**src/rtl/button_debouncer_if.sv**
```systemverilog
// Button debouncer signal bundle: raw level in, debounced level
// and pulse outputs back.
interface button_debouncer_if;
  logic btn_in;
  logic btn_level;
  logic press_pulse;
  logic release_pulse;
  logic repeating;

  modport master (
    output btn_in,
    input  btn_level,
    input  press_pulse,
    input  release_pulse,
    input  repeating
  );

  modport slave (
    input  btn_in,
    output btn_level,
    output press_pulse,
    output release_pulse,
    output repeating
  );
endinterface

```
**src/rtl/button_debouncer.sv**
```systemverilog
// Debounces a synchronized button level and emits press/release
// pulses, with optional auto-repeat while the button is held.
module button_debouncer #(
  parameter int DEBOUNCE_CYCLES = 500,
  parameter int REPEAT_EN       = 1,
  parameter int REPEAT_DELAY    = 50000,
  parameter int REPEAT_PERIOD   = 20000
) (
  input logic               clk,
  input logic               rst,
  button_debouncer_if.slave bus
);
  localparam int RMAX =
    (REPEAT_DELAY > REPEAT_PERIOD) ? REPEAT_DELAY : REPEAT_PERIOD;
  localparam int DW = $clog2(DEBOUNCE_CYCLES) + 1;
  localparam int RW = $clog2(RMAX) + 1;
  localparam logic [DW-1:0] DB_LAST  = DW'(DEBOUNCE_CYCLES - 1);
  localparam logic [RW-1:0] DLY_LAST = RW'(REPEAT_DELAY - 1);
  localparam logic [RW-1:0] PER_LAST = RW'(REPEAT_PERIOD - 1);

  typedef enum logic [1:0] {
    IDLE,
    HELD,
    REPEAT
  } state_t;

  state_t        r_state;
  state_t        w_state_nx;
  logic [DW-1:0] r_db_cnt;
  logic [DW-1:0] w_db_cnt_nx;
  logic [RW-1:0] r_rp_cnt;
  logic [RW-1:0] w_rp_cnt_nx;
  logic          r_level;
  logic          w_level_nx;
  logic          r_press;
  logic          w_press_nx;
  logic          r_release;
  logic          w_release_nx;
  logic          r_repeating;
  logic          w_repeating_nx;
  logic          w_mismatch;
  logic          w_accept;
  logic          w_press_acc;
  logic          w_rel_acc;

  always_ff @(posedge clk or posedge rst) begin
    if (rst) begin
      r_state     <= IDLE;
      r_db_cnt    <= '0;
      r_rp_cnt    <= '0;
      r_level     <= 1'b0;
      r_press     <= 1'b0;
      r_release   <= 1'b0;
      r_repeating <= 1'b0;
    end else begin
      r_state     <= w_state_nx;
      r_db_cnt    <= w_db_cnt_nx;
      r_rp_cnt    <= w_rp_cnt_nx;
      r_level     <= w_level_nx;
      r_press     <= w_press_nx;
      r_release   <= w_release_nx;
      r_repeating <= w_repeating_nx;
    end
  end

  always_comb begin
    w_mismatch   = bus.btn_in != r_level;
    w_accept     = w_mismatch && (r_db_cnt == DB_LAST);
    w_press_acc  = w_accept && bus.btn_in;
    w_rel_acc    = w_accept && !bus.btn_in;
    w_level_nx   = w_accept ? bus.btn_in : r_level;
    w_db_cnt_nx  = '0;
    if (w_mismatch && !w_accept)
      w_db_cnt_nx = r_db_cnt + DW'(1);
    w_state_nx   = r_state;
    w_rp_cnt_nx  = r_rp_cnt;
    w_press_nx   = 1'b0;
    w_release_nx = 1'b0;
    // Release acceptance is checked first so it beats a due repeat.
    unique case (r_state)
      IDLE: begin
        if (w_press_acc) begin
          w_state_nx  = HELD;
          w_rp_cnt_nx = '0;
          w_press_nx  = 1'b1;
        end
      end
      HELD: begin
        if (w_rel_acc) begin
          w_state_nx   = IDLE;
          w_rp_cnt_nx  = '0;
          w_release_nx = 1'b1;
        end else if (REPEAT_EN != 0 && r_rp_cnt == DLY_LAST) begin
          w_state_nx  = REPEAT;
          w_rp_cnt_nx = '0;
          w_press_nx  = 1'b1;
        end else if (r_rp_cnt != DLY_LAST) begin
          w_rp_cnt_nx = r_rp_cnt + RW'(1);
        end
      end
      REPEAT: begin
        if (w_rel_acc) begin
          w_state_nx   = IDLE;
          w_rp_cnt_nx  = '0;
          w_release_nx = 1'b1;
        end else if (r_rp_cnt == PER_LAST) begin
          w_rp_cnt_nx = '0;
          w_press_nx  = 1'b1;
        end else begin
          w_rp_cnt_nx = r_rp_cnt + RW'(1);
        end
      end
      default: begin
        w_state_nx  = IDLE;
        w_rp_cnt_nx = '0;
      end
    endcase
    w_repeating_nx = (w_state_nx == REPEAT);
  end

  assign bus.btn_level     = r_level;
  assign bus.press_pulse   = r_press;
  assign bus.release_pulse = r_release;
  assign bus.repeating     = r_repeating;
endmodule

```
**src/flat_wrapper.sv**
```systemverilog
// flat-port wrapper written by rule: the top's interface ports become plain ports
module button_debouncer_flat 
#(
  parameter int DEBOUNCE_CYCLES = 500,
  parameter int REPEAT_EN       = 1,
  parameter int REPEAT_DELAY    = 50000,
  parameter int REPEAT_PERIOD   = 20000
)
  (clk, rst, bus_btn_in, bus_btn_level, bus_press_pulse, bus_release_pulse, bus_repeating);
  button_debouncer_if bus_i ();
  input logic clk;
  input logic rst;
  input wire logic [$bits(bus_i.btn_in)-1:0] bus_btn_in;
  output wire logic [$bits(bus_i.btn_level)-1:0] bus_btn_level;
  output wire logic [$bits(bus_i.press_pulse)-1:0] bus_press_pulse;
  output wire logic [$bits(bus_i.release_pulse)-1:0] bus_release_pulse;
  output wire logic [$bits(bus_i.repeating)-1:0] bus_repeating;
  assign bus_i.btn_in = bus_btn_in;
  assign bus_btn_level = bus_i.btn_level;
  assign bus_press_pulse = bus_i.press_pulse;
  assign bus_release_pulse = bus_i.release_pulse;
  assign bus_repeating = bus_i.repeating;
  button_debouncer #(.DEBOUNCE_CYCLES(DEBOUNCE_CYCLES), .REPEAT_EN(REPEAT_EN), .REPEAT_DELAY(REPEAT_DELAY), .REPEAT_PERIOD(REPEAT_PERIOD)) u_core (.clk(clk), .rst(rst), .bus(bus_i));
endmodule
```
**config.mk**
```make
export PLATFORM = sky130hd
export DESIGN_NAME = button_debouncer_flat
export DESIGN_NICKNAME = d
export VERILOG_FILES = /design/src/rtl/button_debouncer_if.sv /design/src/rtl/button_debouncer.sv /design/src/flat_wrapper.sv
export SDC_FILE = /design/constraint.sdc
export NUM_CORES = 1
export LEC_CHECK = 0
export ABC_CLOCK_PERIOD_IN_PS = 2800
export BUFFER_PORTS_ARGS = -buffer_cell sky130_fd_sc_hd__buf_2
export CAP_MARGIN = 20
export CORE_MARGIN = 3
export CORE_UTILIZATION = 50
export DETAILED_ROUTE_END_ITERATION = 10
export GPL_TIMING_DRIVEN = 0
export PLACE_DENSITY = 0.66
export SYNTH_ARGS = -nofsm -noshare
export SYNTH_HDL_FRONTEND = slang
export SYNTH_SLANG_ARGS = --single-unit
```
**constraint.sdc**
```tcl
create_clock -name clk -period 2.8 [get_ports clk]
set_input_delay 0.28 -clock clk [delete_from_list [all_inputs] [get_ports clk]]
set_output_delay 0.28 -clock clk [all_outputs]
set_load 0.005 [all_outputs]
```
==> run metrics <==
GRT Total Usage 18.7%; final antenna-violating net count 0; clk_lat worst skew 290 ps; Mapped Cells ~190; remaining global-route overflow 0; first-pass GRT wire length roughly 6400 um; fin crit share 79.1%; Post-synth EDFFs 0; IO Count 7; Mapped Nets around 190; die area 4700 um^2; DR DRC count 0; Worst IR Drop VDD 0.285 mV; Post-CTS Repair Setup Buffers 0; Layout fillers 325; power per cell area ~450 nW/um^2; final WL approximately 3700 um; cts repair resizes 0; cell row count 22; Setup Skew 5.77 ps; core area 3720 um^2; worst min-delay path class input pin to async pin; Overall Power 990 uW; Data required, critical path a little under 3000 ps; Mean Syn Cell Area 10.6 um^2; largest net degree at the start of global routing 18; synth unique cells 49; worst slew pin tran roughly 720 ps; Setup Viol. Count Final 0; Initial Util 52.6%; DP Worst Slack 584 ps; Slew headroom between 50% and 60%; DR vias 1416; clk sinks 33; area delta synth->final 12.2%; FF+latch count, synth 33; I/O Buffers 6; commonest non-fill, non-tap cell in the layout dfrtp_1; post-synth top area cell dfrtp_1; type of the worst setup path register to register; share of the synthesized area in the top cell type 42.2%; Top FF cell, synth dfrtp_1; Post-DP HPWL 2690 um; drt wl/cell 14.9 um; status finished clean; antenna violations before repair 0; largest cells by area after synthesis dfrtp_1, xnor2_1, a21oi_2; 1st-iter DRT viols 34; drt first pass iters 4; Nets around 210; Die Wd 68.5 um; Arr. time, crit path roughly 2400 ps; GPL Wtd Cong 0.891; Finished Core Util 59.0%; Async S/R FF share, synth 100%; CP startpoint kind register; # hold bufs at CTS 0; most frequent cells in the layout dfrtp_1, nand2_1, xnor2_1; Max Fclk 0.451 GHz; max-slew violation count 0; sequential share of the synthesized area 42.2%; vias per inst approximately 5.7; Netlist Area Pre-Place 1960 um^2; reported leakage power around 0.00088 uW; vias in the first global route between 1000 and 1500; final setup margin ~590 ps; Final min period 2210 ps; critical-path maximum fanout 10; H-tree depth 2; total CTS buffers 5; Ys Warns 0; Reg clk slew, reported paths 70 ps; share of cells above drive strength 1 23.0%; Final TNS setup 0 ps; clock root buffer clkbuf_8; antenna cells 0; max-cap viol count 0; CTS tree done; Max clock buf depth 2; RSZ-0062 raised after global routing no; endpoints failing hold 0; CP endpoint kind register; Die H 68.5 um
==> path summary, 6_finish.rpt <==
kind / start / endpoint / slack [ps] / depth (start not counted)
max in group asynchronous: rst / u_core.r_state[1] / 2160 / 3
worst max register to register: u_core.r_rp_cnt[0] / u_core.r_rp_cnt[10] / 590 / 7
worst min-delay path: rst / u_core.r_db_cnt[2] / 100 / 2
worst max-delay path: u_core.r_rp_cnt[0] / u_core.r_rp_cnt[10] / 590 / 7
min in group clk: bus_btn_in / u_core.bus.btn_level / 260 / 2
worst min register to register: u_core.r_db_cnt[0] / u_core.r_db_cnt[0] / 500 / 1
==> per-stage QoR <==
step	std cells	hold slack, ps	instance area (um^2)
global placement	239	470	2050
global route	248	148	2190
CTS	248	117	2190
detailed placement	240	432	2070
floorplan	185	409	1960
finish	248	98.1	2190
==> report_power, final <==
part	internal, uW	switching [uW]	leakage, uW	total, uW
clock network	289	181	0.0000574	470
logic	12.3	21.6	0.000368	33.9
registers	481	4.88	0.000457	486
==> cell type report <==
cell class | count | area (um^2) | area share (%)
Sequential cell | 33 | 826 | 37.6
Multi-Input combinational cell | 139 | 1060 | 48.4
Inverter | 8 | 30.0 | 1.37
Clock buffer | 6 | 82.6 | 3.76
Buffer | 5 | 38.8 | 1.77
Tap cell | 48 | 60.1 | 2.74
Clock inverter | 2 | 37.5 | 1.71
Timing Repair Buffer | 7 | 57.6 | 2.62
==> metal layers <==
metal | track usage (%) | routed length [um] | up-vias
met2 | 30.3 | 1800 | 26
met5 | 0 | 0 | -
met4 | 9.43 | 35 | 0
met1 | 22.9 | 1710 | 688
li1 | - | - | 698
met3 | 4.54 | 140 | 4
==> critical path: stages (launching register included) <==
cell and delay [ps]:
dfrtp_1 390, ha_1 230, nand3_1 230, nor4_4 400, a31oi_1 270, o21ai_4 280
buf_8 200, a21oi_2 70
==> Yosys cell counts (5+ instances only) <==
cell	count
xnor2_1	14
nand2_1	17
xor2_1	6
dfrtp_1	33
nand4_1	7
ha_1	6
and4_1	5
inv_1	8
nand3_1	9
nor2_1	12
a21oi_2	11
==> state kept, by name (all words and copies together), names as in the netlist <==
signal / count
u_core.bus.press_pulse: 1
u_core.bus.release_pulse: 1
u_core.r_state: 2
u_core.bus.repeating: 1
u_core.r_rp_cnt: 17
u_core.r_db_cnt: 10
u_core.bus.btn_level: 1
==> logic make-up (layout without fill, tap and decap cells) <==
group	Yosys count	in the layout	synth area share [%]
muxes	1	1	0.576
DFF	33	33	42.2
adders and majority gates	6	6	3.84
xor gates and xnor gates	20	20	8.96
and+or+nand+nor	78	78	26.0
AOI/OAI and AO/OA	34	34	14.9
buffers and inverters	13	28	3.52
Note: power is estimated with default switching activity, not from simulation.
